--- config.mk ---
export PLATFORM = sky130hd
export DESIGN_NAME = maquina_param
export DESIGN_NICKNAME = d
export VERILOG_FILES = /design/src/rtl/maquina_param.sv
export SDC_FILE = /design/constraint.sdc
export NUM_CORES = 1
export LEC_CHECK = 0
export ABC_CLOCK_PERIOD_IN_PS = 5000
export CAP_MARGIN = 20
export CORE_MARGIN = 5
export CORE_UTILIZATION = 35
export DETAILED_ROUTE_END_ITERATION = 10
export GPL_TIMING_DRIVEN = 1
export PLACE_DENSITY = 0.65
export SKIP_CTS_REPAIR_TIMING = 1
export SYNTH_ARGS = -nofsm -noshare
export SYNTH_HDL_FRONTEND = slang
export SYNTH_SLANG_ARGS = --single-unit
--- constraint.sdc ---
create_clock -name clk -period 5 [get_ports clk]
set_input_delay 1 -clock clk [delete_from_list [all_inputs] [get_ports clk]]
set_output_delay 1 -clock clk [all_outputs]
set_load 0.03 [all_outputs]
--- src/rtl/maquina_param.sv ---
// maquina_param: parameterised vending machine controller.
// Accepts coins into a bounded credit register, dispenses the lowest-index
// requested product that is affordable and in stock, then refunds any
// remaining credit one unit per cycle. Cancel refunds the whole credit.
// Ports:
//   clk        rising-edge clock
//   reset      synchronous active-high reset
//   moneda     coin this cycle: 00 none, 01 = 1, 10 = 2, 11 = 5 units
//   comprar    per-product purchase request (level-sampled)
//   cancelar   refund request
//   listo      product i purchasable now
//   agotado    product i out of stock
//   total      current credit
//   dispensar  one-cycle pulse, product released
//   cambio     one-cycle pulse, one unit coin returned
//   rechazo    one-cycle pulse, inserted coin returned unaccepted
//   ocupado    machine busy (not idle)
module maquina_param #(
  parameter int                  N_PROD     = 4,
  parameter int                  W          = 6,
  parameter int                  MAX_CREDIT = 31,
  parameter logic [N_PROD*W-1:0] PRECIOS    = {6'd7, 6'd5, 6'd3, 6'd2},
  parameter logic [3:0]          STOCK_INIT = 4'd3
) (
  input  logic              clk,
  input  logic              reset,
  input  logic [1:0]        moneda,
  input  logic [N_PROD-1:0] comprar,
  input  logic              cancelar,
  output logic [N_PROD-1:0] listo,
  output logic [N_PROD-1:0] agotado,
  output logic [W-1:0]      total,
  output logic [N_PROD-1:0] dispensar,
  output logic              cambio,
  output logic              rechazo,
  output logic              ocupado
);

  localparam int SW = (N_PROD > 1) ? $clog2(N_PROD) : 1;

  typedef enum logic [1:0] {
    IDLE   = 2'd0,
    VEND   = 2'd1,
    CAMBIO = 2'd2
  } state_t;

  function automatic logic [W-1:0] price_of(input int idx);
    return PRECIOS[idx*W +: W];
  endfunction

  function automatic logic [2:0] coin_val(input logic [1:0] m);
    logic [2:0] v;
    case (m)
      2'b01:   v = 3'd1;
      2'b10:   v = 3'd2;
      2'b11:   v = 3'd5;
      default: v = 3'd0;
    endcase
    return v;
  endfunction

  state_t                  state_r, state_s;
  logic [W-1:0]            total_r, total_s;
  logic [N_PROD-1:0][3:0]  stock_r, stock_s;
  logic [SW-1:0]           sel_r, sel_s;
  logic [N_PROD-1:0]       dispensar_r, dispensar_s;
  logic                    cambio_r, cambio_s;
  logic                    rechazo_r, rechazo_s;

  logic [N_PROD-1:0]       listo_s;
  logic [N_PROD-1:0]       valid_s;
  logic [N_PROD-1:0]       onehot_s;
  logic [SW-1:0]           pick_s;
  logic [W:0]              sum_s;
  logic                    coin_nz_s;
  logic                    cancel_ev_s;

  // Availability per product, purchase qualification and lowest-index pick.
  always_comb begin
    pick_s   = '0;
    onehot_s = '0;
    for (int i = 0; i < N_PROD; i++) begin
      listo_s[i]   = (state_r == IDLE) && (total_r >= price_of(i)) && (stock_r[i] != 4'd0);
      valid_s[i]   = listo_s[i] && comprar[i];
      agotado[i]   = (stock_r[i] == 4'd0);
    end
    // Scan downward so the lowest valid index wins.
    for (int i = N_PROD - 1; i >= 0; i--) begin
      pick_s = valid_s[i] ? SW'(i) : pick_s;
    end
    for (int i = 0; i < N_PROD; i++) begin
      onehot_s[i] = (pick_s == SW'(i));
    end
  end

  assign coin_nz_s   = (moneda != 2'b00);
  // Sum is one bit wider so the ceiling test cannot overflow.
  assign sum_s       = (W+1)'(total_r) + (W+1)'(coin_val(moneda));
  // Cancel with zero credit is not an event at all.
  assign cancel_ev_s = cancelar && (total_r != '0);

  // Next-state and next-output logic for the vending FSM.
  always_comb begin
    state_s     = state_r;
    total_s     = total_r;
    stock_s     = stock_r;
    sel_s       = sel_r;
    dispensar_s = '0;
    cambio_s    = 1'b0;
    rechazo_s   = 1'b0;
    case (state_r)
      IDLE: begin
        if (cancel_ev_s) begin
          state_s   = CAMBIO;
          cambio_s  = 1'b1;
          rechazo_s = coin_nz_s;
        end else if (|valid_s) begin
          state_s     = VEND;
          sel_s       = pick_s;
          dispensar_s = onehot_s;
          rechazo_s   = coin_nz_s;
        end else if (coin_nz_s && (sum_s <= (W+1)'(MAX_CREDIT))) begin
          total_s = sum_s[W-1:0];
        end else begin
          rechazo_s = coin_nz_s;
        end
      end
      VEND: begin
        rechazo_s = coin_nz_s;
        total_s   = total_r - price_of(int'(sel_r));
        if (stock_r[sel_r] != 4'd0) begin
          stock_s[sel_r] = stock_r[sel_r] - 4'd1;
        end else begin
          stock_s[sel_r] = 4'd0;
        end
        if (total_s != '0) begin
          state_s  = CAMBIO;
          cambio_s = 1'b1;
        end else begin
          state_s = IDLE;
        end
      end
      CAMBIO: begin
        rechazo_s = coin_nz_s;
        if (total_r > W'(1)) begin
          total_s  = total_r - W'(1);
          cambio_s = 1'b1;
        end else begin
          total_s = '0;
          state_s = IDLE;
        end
      end
      default: begin
        state_s = IDLE;
      end
    endcase
  end

  // State and registered-output update with synchronous reset.
  always_ff @(posedge clk) begin
    if (reset) begin
      state_r     <= IDLE;
      total_r     <= '0;
      stock_r     <= {N_PROD{STOCK_INIT}};
      sel_r       <= '0;
      dispensar_r <= '0;
      cambio_r    <= 1'b0;
      rechazo_r   <= 1'b0;
    end else begin
      state_r     <= state_s;
      total_r     <= total_s;
      stock_r     <= stock_s;
      sel_r       <= sel_s;
      dispensar_r <= dispensar_s;
      cambio_r    <= cambio_s;
      rechazo_r   <= rechazo_s;
    end
  end

  assign listo     = listo_s;
  assign total     = total_r;
  assign dispensar = dispensar_r;
  assign cambio    = cambio_r;
  assign rechazo   = rechazo_r;
  assign ocupado   = (state_r != IDLE);

endmodule

==> results.json <==
{
  "status": "completed",
  "tns_ns": 0,
  "max_freq_mhz": 280,
  "leakage_uw": 0.00104,
  "ant_nets": 0,
  "clk_path_buf_depth": 2,
  "syn_area_sq_um": 2320,
  "path_delay_family": "buffers and inverters",
  "ys_seq_elements": 32,
  "gr-usage-all-layers": 0.149,
  "worst_path_max_delay_cell": "clkdlybuf4s50_1",
  "use_met1": 0.199,
  "worst_slack_ns": 1.43,
  "drc": 0,
  "die_w_microns": 91.5,
  "ios": 30,
  "fin_crit_sh": 0.715,
  "start_util": 0.364,
  "tightest_slew_ns": 0.679,
  "grt_pass1_vias": 2073,
  "synth_edf_count": 0,
  "initialDrtViolationCount": 173,
  "synth_cell_type_count": 64,
  "grt_busiest_layer": "met2",
  "setup_viol": 0,
  "crit_type": "reg -> out",
  "routabilityCongestion": 0.849,
  "cts_made_buffers": 5,
  "use_met3": 0.0372,
  "cp.required_ns": 4.00,
  "hpwl_microns": 4470,
  "drive_gt1_frac": 0.108,
  "final_nets": 322,
  "synth_ff_type": "dfxtp_1",
  "period_minus_slack_ns": 3.57,
  "total_power_uw": 1690,
  "dieArea_sq_um": 8370,
  "skew_ns": 0.00896,
  "ys_warn_count": 0,
  "n_antenna_cell": 0,
  "coreArea_sq_um": 6390,
  "num_rows": 29,
  "holdWs_ns": 0.505,
  "worstPathMaxFanout": 10,
  "syn-num-nets": 300,
  "synthToLayoutAreaGrowth_pct": 17.4,
  "grt_max_degree": 33,
  "ir_drop_mv": 0.308,
  "grt_overflow_total": 0,
  "final_util": 0.427,
  "routedWlPerCell_microns": 15.8,
  "slew_viol_final": 0,
  "clkTransAtPathRegs_ns": 0.07,
  "vias_per_cell": 5.66,
  "hold_path_class": "reg -> reg",
  "ff2ff_setup_slack_ns": 2.28,
  "final_cell_mix": "nor2_1, dfxtp_1, clkdlybuf4s50_1",
  "cts_root_buffer": "clkbuf_8",
  "crit_buf_inv": 2,
  "syn-mean-instance-area_sq_um": 8.48,
  "met2_usage": 0.232,
  "max_slew_margin": 0.543,
  "insertion_delay_ns": 0.29,
  "antenna_found_initial": 0,
  "hold_violations": 0,
  "netlist_instances": 274,
  "pre_cts_ws_ns": 1.31,
  "cp.arrival_ns": 2.57,
  "vias": 2117,
  "ctsHtreeMaxLevel": 2,
  "port_buffers": 29,
  "ys_seq_area_frac": 0.276,
  "rsz0062_at_grt": "no",
  "maxCapViolCount": 0,
  "routed_wl_microns": 5900,
  "mostFrequentLayoutCell": "nor2_1",
  "cp-end-kind": "output port",
  "grt_pass1_wl_microns": 10300,
  "critPathLaunchType": "flip-flop",
  "worstPathCellList": "inv_1, ha_1, and2b_1, o21ai_2, and3_2, clkdlybuf4s50_1",
  "clock_sinks": 32,
  "powerDensity_nw_per_um2": 619,
  "max_stage_delay_ns": 0.67,
  "firstDrtPassIters": 4,
  "async_flop_share": 0,
  "tritoncts": "yes",
  "die_height_microns": 91.5
}
state kept, by name (all words and copies together), names as in the netlist:
name,count
stock_r,16
total,6
dispensar,4
sel_r,2
state_r,2
cambio,1
rechazo,1
cells in the mapped netlist, types with 4 or more instances:
| cell type | instances | share of area |
|---|---|---|
| o21ai_0 | 6 | 0.013 |
| nand4_1 | 4 | 0.011 |
| clkbuf_1 | 5 | 0.0081 |
| a211oi_1 | 13 | 0.042 |
| nor3_1 | 13 | 0.028 |
| dfxtp_1 | 32 | 0.28 |
| nand3_1 | 4 | 0.0086 |
| nor2_1 | 39 | 0.063 |
| a21oi_1 | 15 | 0.032 |
| inv_1 | 18 | 0.029 |
| a211o_1 | 11 | 0.041 |
| ha_1 | 15 | 0.081 |
| or2_2 | 5 | 0.013 |
| buf_2 | 4 | 0.0086 |
| nand2_1 | 18 | 0.029 |
per-layer routing:
| metal | up-vias | wire length, microns |
|---|---|---|
| li1 | 1042 | - |
| met1 | 1000 | 2680 |
| met2 | 67 | 2710 |
| met3 | 8 | 402 |
| met4 | 0 | 103 |
| met5 | - | 0 |
layout make-up:
| type | count | area, sq um |
|---|---|---|
| tap | 77 | 96.3 |
| clock inverter | 2 | 35.0 |
| timing repair buffer | 30 | 298 |
| inverter | 18 | 67.6 |
| clock buffer | 6 | 72.6 |
| fill | 636 | 3660 |
| multi-input combinational | 209 | 1520 |
| sequential | 32 | 641 |
path summary, 6_finish.rpt:
path / startpoint / to / cells past startpoint
hold / removal: stock_r[13] / stock_r[13] / 1
setup / recovery: total[1] / listo[2] / 6
hold reg to reg: stock_r[13] / stock_r[13] / 1
setup reg to reg: total[0] / total[2] / 8
power breakdown:
| group | internal (uW) | switching (uW) | total (uW) | leakage [uW] |
|---|---|---|---|---|
| Clock | 148 | 102 | 249 | 0.0000552 |
| Combinational | 428 | 604 | 1030 | 0.000719 |
| Sequential | 310 | 95.6 | 406 | 0.000261 |
| Total | 886 | 802 | 1690 | 0.00104 |
metrics by stage:
step | instances | instance area [sq um]
2_1_floorplan | 274 | 2320
3_3_place_gp | 366 | 2620
3_5_place_dp | 366 | 2620
4_1_cts | 374 | 2730
5_1_grt | 374 | 2730
6_report | 374 | 2730
logic make-up after synthesis:
| logic type | count (synthesis) | synth area share |
|---|---|---|
| muxes | 7 | 0.0539 |
| DFF | 32 | 0.276 |
| xor gates and xnor gates | 6 | 0.0226 |
| AOI/OAI and AO/OA | 69 | 0.230 |
| buffers and inverters | 33 | 0.0711 |
| adders and majority gates | 17 | 0.0980 |
| and+or+nand+nor | 110 | 0.249 |
Power figures use the tool's default switching activity.
